===== config.mk =====
export PLATFORM = sky130hd
export DESIGN_NAME = fetch_unit
export DESIGN_NICKNAME = d
export VERILOG_FILES = /design/src/rtl/fetch_pkg.sv /design/src/rtl/pc_next_sel.sv /design/src/rtl/fetch_unit.sv
export SDC_FILE = /design/constraint.sdc
export NUM_CORES = 1
export LEC_CHECK = 0
export ABC_AREA = 1
export CAP_MARGIN = 0
export CORE_MARGIN = 10
export CORE_UTILIZATION = 40
export DETAILED_ROUTE_END_ITERATION = 10
export GPL_ROUTABILITY_DRIVEN = 1
export PLACE_DENSITY = 0.78
export SETUP_SLACK_MARGIN = 0.5
export SYNTH_ARGS = -nofsm -noshare
export SYNTH_HDL_FRONTEND = slang
export SYNTH_HIERARCHICAL = 1
export SYNTH_SLANG_ARGS = --single-unit

===== constraint.sdc =====
create_clock -name clk -period 1.45 [get_ports clk]
set_input_delay 0.145 -clock clk [delete_from_list [all_inputs] [get_ports clk]]
set_output_delay 0.145 -clock clk [all_outputs]
set_load 0.005 [all_outputs]

===== src/rtl/fetch_pkg.sv =====
// Shared types and defaults for the instruction fetch stage.
// The optional FETCH_PERF_CNT_EN feature is selected in fetch_unit.sv.
package fetch_pkg;

    typedef enum logic [1:0] {
        START = 2'd0,
        FETCH = 2'd1,
        HOLD  = 2'd2
    } fetch_state_t;

    localparam int unsigned FETCH_ADDR_W   = 16;
    localparam int unsigned FETCH_DATA_W   = 16;
    localparam logic [15:0] FETCH_RESET_PC = 16'h0000;

endpackage


===== src/rtl/pc_next_sel.sv =====
// Next-PC select: the branch target wins over the sequential PC+1.
// Wraps modulo 2^ADDR_W.
module pc_next_sel #(
    parameter int unsigned ADDR_W = 16
)(
    input  logic [ADDR_W-1:0] pc,
    input  logic              br_taken,
    input  logic [ADDR_W-1:0] br_target,
    output logic [ADDR_W-1:0] pc_nxt
);

    assign pc_nxt = br_taken ? br_target : (pc + ADDR_W'(1));

endmodule


===== src/rtl/fetch_unit.sv =====
// Instruction fetch stage: PC, one-at-a-time memory read, IR handed to decode.
// Define FETCH_PERF_CNT_EN to build the saturating accepted-instruction counter.
module fetch_unit
    import fetch_pkg::*;
#(
    parameter int unsigned       ADDR_W   = FETCH_ADDR_W,
    parameter int unsigned       DATA_W   = FETCH_DATA_W,
    parameter logic [ADDR_W-1:0] RESET_PC = ADDR_W'(FETCH_RESET_PC)
)(
    input  logic              clk,
    input  logic              rst,
    output logic              imem_req,
    output logic [ADDR_W-1:0] imem_addr,
    input  logic              imem_ack,
    input  logic [DATA_W-1:0] imem_rdata,
    input  logic              br_taken,
    input  logic [ADDR_W-1:0] br_target,
    output logic              ir_valid,
    input  logic              ir_ready,
    output logic [DATA_W-1:0] ir_data,
    output logic [ADDR_W-1:0] ir_pc,
    output logic [15:0]       fetch_count
);

    fetch_state_t      state, state_nxt;
    logic [ADDR_W-1:0] pc, pc_nxt;
    logic              ir_load, pc_load;

    pc_next_sel #(.ADDR_W(ADDR_W)) u_pc_next_sel (
        .pc        (pc),
        .br_taken  (br_taken),
        .br_target (br_target),
        .pc_nxt    (pc_nxt)
    );

    // A redirect discards any ack arriving in the same cycle.
    assign ir_load   = (state == FETCH) && imem_ack && !br_taken;
    assign pc_load   = br_taken || ir_load;
    assign imem_addr = pc;

    always_comb begin
        state_nxt = state;
        imem_req  = 1'b0;
        ir_valid  = 1'b0;
        case (state)
            START: state_nxt = FETCH;
            FETCH: begin
                imem_req = 1'b1;
                if (imem_ack) state_nxt = HOLD;
            end
            HOLD: begin
                ir_valid = 1'b1;
                if (ir_ready) state_nxt = FETCH;
            end
            default: state_nxt = START;
        endcase
        if (br_taken) state_nxt = FETCH;
    end

    always_ff @(posedge clk or posedge rst) begin
        if (rst) begin
            state <= START;
            pc    <= RESET_PC;
        end else begin
            state <= state_nxt;
            if (pc_load) pc <= pc_nxt;
        end
    end

    always_ff @(posedge clk or posedge rst) begin
        if (rst) begin
            ir_data <= '0;
            ir_pc   <= '0;
        end else if (ir_load) begin
            ir_data <= imem_rdata;
            ir_pc   <= pc;
        end
    end

`ifdef FETCH_PERF_CNT_EN
    logic [15:0] cnt;

    function automatic logic [15:0] sat_inc(input logic [15:0] v);
        return (v == 16'hFFFF) ? v : v + 16'd1;
    endfunction

    always_ff @(posedge clk or posedge rst) begin
        if (rst)                       cnt <= '0;
        else if (ir_valid && ir_ready) cnt <= sat_inc(cnt);
    end

    assign fetch_count = cnt;
`else
    assign fetch_count = 16'h0000;
`endif

endmodule


# Word-level counts from Yosys, hierarchy flattened
# Cells that the tools add are included.
# word_totals
regBits	50
input_bits	37
output_inout_bits	66
wordCells	22
# op_classes
addsub	1
eq_ne	4
n_mux	7
n_reduce_logical	6
# ops
operator	n
$add A16 B1 Y16 const B	1
$mux W16	1
$mux W2	3
$ne A3 B3 Y1 const B	2
$pmux W2 S3	1
$eq A2 B1 Y1 const B	1
$eq A2 B2 Y1 const B	1
$logic_and A1 B1 Y1	2
$logic_not A2 Y1	1
$mux W1	2
$reduce_and A2 Y1	1
$logic_not A1 Y1	1
$logic_or A1 B1 Y1	1

# Logic depth before layout (Yosys ltp)
# depth
ltp_word	4
mapped_depth	10
mapped_depth_nobuf	10

# By module
# The synthesis kept the hierarchy.
# modules_own_cells
mod	instances	cells_per_inst	area_per_inst_um2	seq_area_each_um2
fetch_unit	1	243	2178.3	1251.2
pc_next_sel	1	124	586.8	0.0

# Worst setup path before layout
# No wires, ideal clock.
# synth_timing
kind	register -> register
from	register pc[1], in the netlist imem_addr[1]
to	register pc[10], in the netlist imem_addr[10]
setup_ns	0.117
arrival_ns	1.238
required_time_ns	1.333
setup_slack_ns	0.095
stages_incl_launch_ff	11
path_buffers	0
cell_sequence	dfrtp_1 -> ha_1 -> nand2_2 -> nor2_4 -> nand2_4 -> clkinv_2 -> nand3_1 -> nand3_1 -> nand2_1 -> nand2_1 -> nand2_1
# synth_between
elab_chain_len	2
# synth_lines
item	line	source
start, declared	fetch_unit.sv:26	logic [ADDR_W-1:0] pc, pc_nxt;
start signal, assigned	fetch_unit.sv:66	if (pc_load) pc <= pc_nxt;
$add A16 B1 Y16	pc_next_sel.sv:12	assign pc_nxt = br_taken ? br_target : (pc + ADDR_W'(1));
$mux W16	pc_next_sel.sv:12	
net pc_nxt[10]	fetch_unit.sv:26	
# The timed path passes the listed nets, and every way through them passes these cells.
# A chain may end at the register's enable or synchronous reset.

# Worst setup path in the final report
# layout_timing
from	register pc[2], in the netlist imem_addr[2]
to	register pc[14], in the netlist imem_addr[14]
# Same word-level chain as after synthesis.

==> metrics.md <==
| Metric | Value |
|---|---|
| Startpoint types | register |
| Fin worst setup slack | -0.0569 ns |
| CTS H-Tree Depth | 2 |
| Die height | 103 µm |
| Count of final setup violators | 1 |
| Crit share post-route | 104% |
| Most frequent cells after synthesis | nand2_1 (149), dfrtp_1 (50), nand4_1 (35) |
| GRT busiest layer | met2 |
| CP peak stage delay | 0.41 ns |
| Aggregate global-route resource usage | 17.7% |
| Register Area | around 1300 µm² |
| # rows | 30 |
| Fill count | 417 |
| RSZ-0062 raised after global routing | true |
| Cell Area, Placed | 3780 µm² |
| Relative slew slack | 65.6% |
| Drt first pass iters | 5 |
| Skew final | 0.0120 ns |
| Detailed Place HPWL | 6.24 mm |
| RePlAce Congestion | 0.836 |
| Share of layout cells above drive strength 1 | 49.9% |
| Syn Area/Cell | around 7.5 µm² |
| Critical path, cell by cell | buf_12 -> buf_4 -> nand3_2 -> nor2_2 -> nand3_1 -> nand2_1 -> nand3_1 -> nand2_1 -> nand2_1 -> nand2_1 |
| CP arrival | ~1.7 ns |
| Core ar. | 6760 µm² |
| Crit path max fanout | 4 |
| Die area | 10600 µm² |
| GRT overflow | 0 |
| DRT antenna net count | 0 |
| Starting density of the core | around two fifths |
| Synth unique cells | 26 |
| Yosys top cell area share | 45.2% |
| Synthesized area | approximately 2800 µm² |
| HP Class | in2async |
| Die Span X | slightly above 100 µm |
| Status | complete, but fails checks |
| IO buf count | 86 |
| Num ports | 103 |
| Critical path required time | 1.69 ns |
| Crit path launch | imem_addr[2] |
| DRC | 0 |
| Clk slew on worst S/H paths | 0.10 ns |
| Post-synthesis sequential area ratio | 45.2% |
| Cell Int Power | 3.41 mW |
| Combinational group share of total power | 48.4% |
| Slowest CP cell | dfrtp_2 |
| Async SR Flop Fraction | 100% |
| Number of flops mapped to enable cells by yosys | 0 |
| Worst ir drop on vdd | between 0.0004 and 0.0005 V |
| FF+latch count, synth | 50 |
| Met2 global-route usage | 30.0% |
| Post-route cell area | 4930 µm² |
| Pin count of the biggest net entering global routing | 51 |
| Inserted Diodes | 0 |
| Clock latency on the worst-skew pair | about 0.31 ns |
| Vias in the first global route | between 3000 and 4000 |
| Fin crit period | 1.51 ns |
| Via count | between 3000 and 4000 |
| Worst Tran Pin Value | 0.515 ns |
| Ys flop type | dfrtp_1 |
| TritonCTS clock tree | built |
| Antenna violations before repair | 0 |
| Routed wire length per instance | 19.8 µm |
| CP most frequent cell | nand2_1 |
| Largest area contributor in the netlist | dfrtp_1 |
| Met3 Use GR | 4.36% |
| Initial DRC Count | 365 |
| Synthesized netlist cell count | 367 |
| Power per cell area | 1080 nW/µm² |
| Flop pwr share | 35.8% |
| Top post-synthesis cells by area | dfrtp_1 (45%), nand2_1 (20%), nand4_1 (7.9%) |
| Count leader, synth | nand2_1 |
| Sw frac | 36.3% |
| TritonCTS Buffers | 5 |
| Failing checks | negative setup slack |
| Clock Path Buffers | 2 |
| Crit Path Category | reg2reg |
| DR vias/cell | between 5 and 6 |
| Global-route wire length before repair | 15.1 mm |
| Final #Nets | 582 |
| Synth warnings | 6 |
| Met1 GRT Util | 21.5% |
| CTS Sinks | 50 |
| Clk root buf | clkbuf_8 |
| Area delta synth->final | 78.4% |
| Final Hold Viols | 0 |
| Max-slew violation count | 0 |
| Reg2reg start | imem_addr[2] |
| Cts hold-fix bufs | 0 |
| Footprint of the multi-input gates | around 1700 µm² |
| Detailed Route WL | 12.4 mm |
| P_sw | 1.94 mW |
| Static leakage | 2.56 nW |
| Clock power frac | 15.8% |
| FMAX | 664 MHz |
| Crit end category | register |
| Final Power | 5.35 mW |
| Max-Cap Viols | 0 |
==> power by group through the flow <==
stage	clock network [mW]	logic [mW]	registers, mW
floorplan	0	0.640	1.98
global placement	0	1.51	1.97
detailed placement	0	1.54	1.98
CTS	0.838	1.89	1.87
global route	0.897	2.77	1.93
finish	0.845	2.59	1.91
==> timing repair <==
item | in CTS | in global routing
setup buffers | 48 | 31
cloned | 4 | 3
pin swaps | 13 | 34
setup endpoints to repair | 99 | 100
gates resized for setup | 250 | 111
==> registers in the layout, indices dropped and copies added (netlist names) <==
register / count
imem_addr: 16
ir_data: 16
ir_pc: 16
state: 2
==> worst paths after layout <==
path                       depth (start not counted)  slack (ns)       endpoint
setup / recovery                                  10       -0.06  imem_addr[14]
hold / removal                                     3        0.24    ir_data[11]
setup reg to reg                                  10       -0.06  imem_addr[14]
hold reg to reg                                    2        0.49    ir_data[13]
max in group asynchronous                          3        0.94  imem_addr[10]
min in group clk                                   3        0.40     ir_data[1]
==> metal layers <==
metal  vias up  share of wire, %
met2       241                49
li1       1521                 -
met3        58                10
met4         0               4.3
met1      1668                37
met5         -                 0
==> critical path, delay by kind of cell, from the launching register on <==
kind	cells	cell delay [ns]
buf+inv	2	0.22
simple gates	8	0.80
flops	1	0.41
==> area by class of cell <==
| type | count | share of cell area (%) |
|---|---|---|
| Sequential cell | 50 | 25.7 |
| Clock buffer | 5 | 1.40 |
| Inverter | 18 | 1.60 |
| Clock inverter | 3 | 0.431 |
| Multi-Input combinational cell | 279 | 33.6 |
| Tap cell | 80 | 2.03 |
| Timing Repair Buffer | 190 | 35.2 |
==> kinds of logic after synthesis <==
family / after synthesis / share of synthesized area [%]
AOI/OAI and AO/OA: 16 / 3.53
xor gates and xnor gates: 2 / 0.634
adders and majority gates: 1 / 0.452
buffers and inverters: 54 / 10.5
and+or+nand+nor: 243 / 39.5
other: 1 / 0.136
DFF: 50 / 45.2
==> cell usage in the layout, fill, tap and decap left out, drive strengths merged <==
master and n:
o21ai 7, nand2 156, dfrtp 50, xnor2 2, clkinv 3, dlygate4sd2 2, buf 150, o211ai 1
nand3 32, a31oi 1, nand4 35, ha 1, clkinvlp 2, clkdlybuf4s50 34, a21oi 3, o21bai 4
conb 16, inv 16, nor2 21, clkbuf 9
==> through the flow <==
step                      worst slack, ns  util [%]  instances  setup TNS (ns)  hold WS (ns)
after floorplan                     0.183         -        382               0         0.187
after global placement             0.0577      55.9        531               0         0.452
after detailed placement         -0.00632      55.9        531         -0.0151         0.457
after CTS                           0.121      63.4        591               0         0.265
after global routing              -0.0484      73.0        625          -0.130         0.267
final                             -0.0569      73.0        625         -0.0569         0.245
No activity file was read; power rests on OpenSTA's default activity.
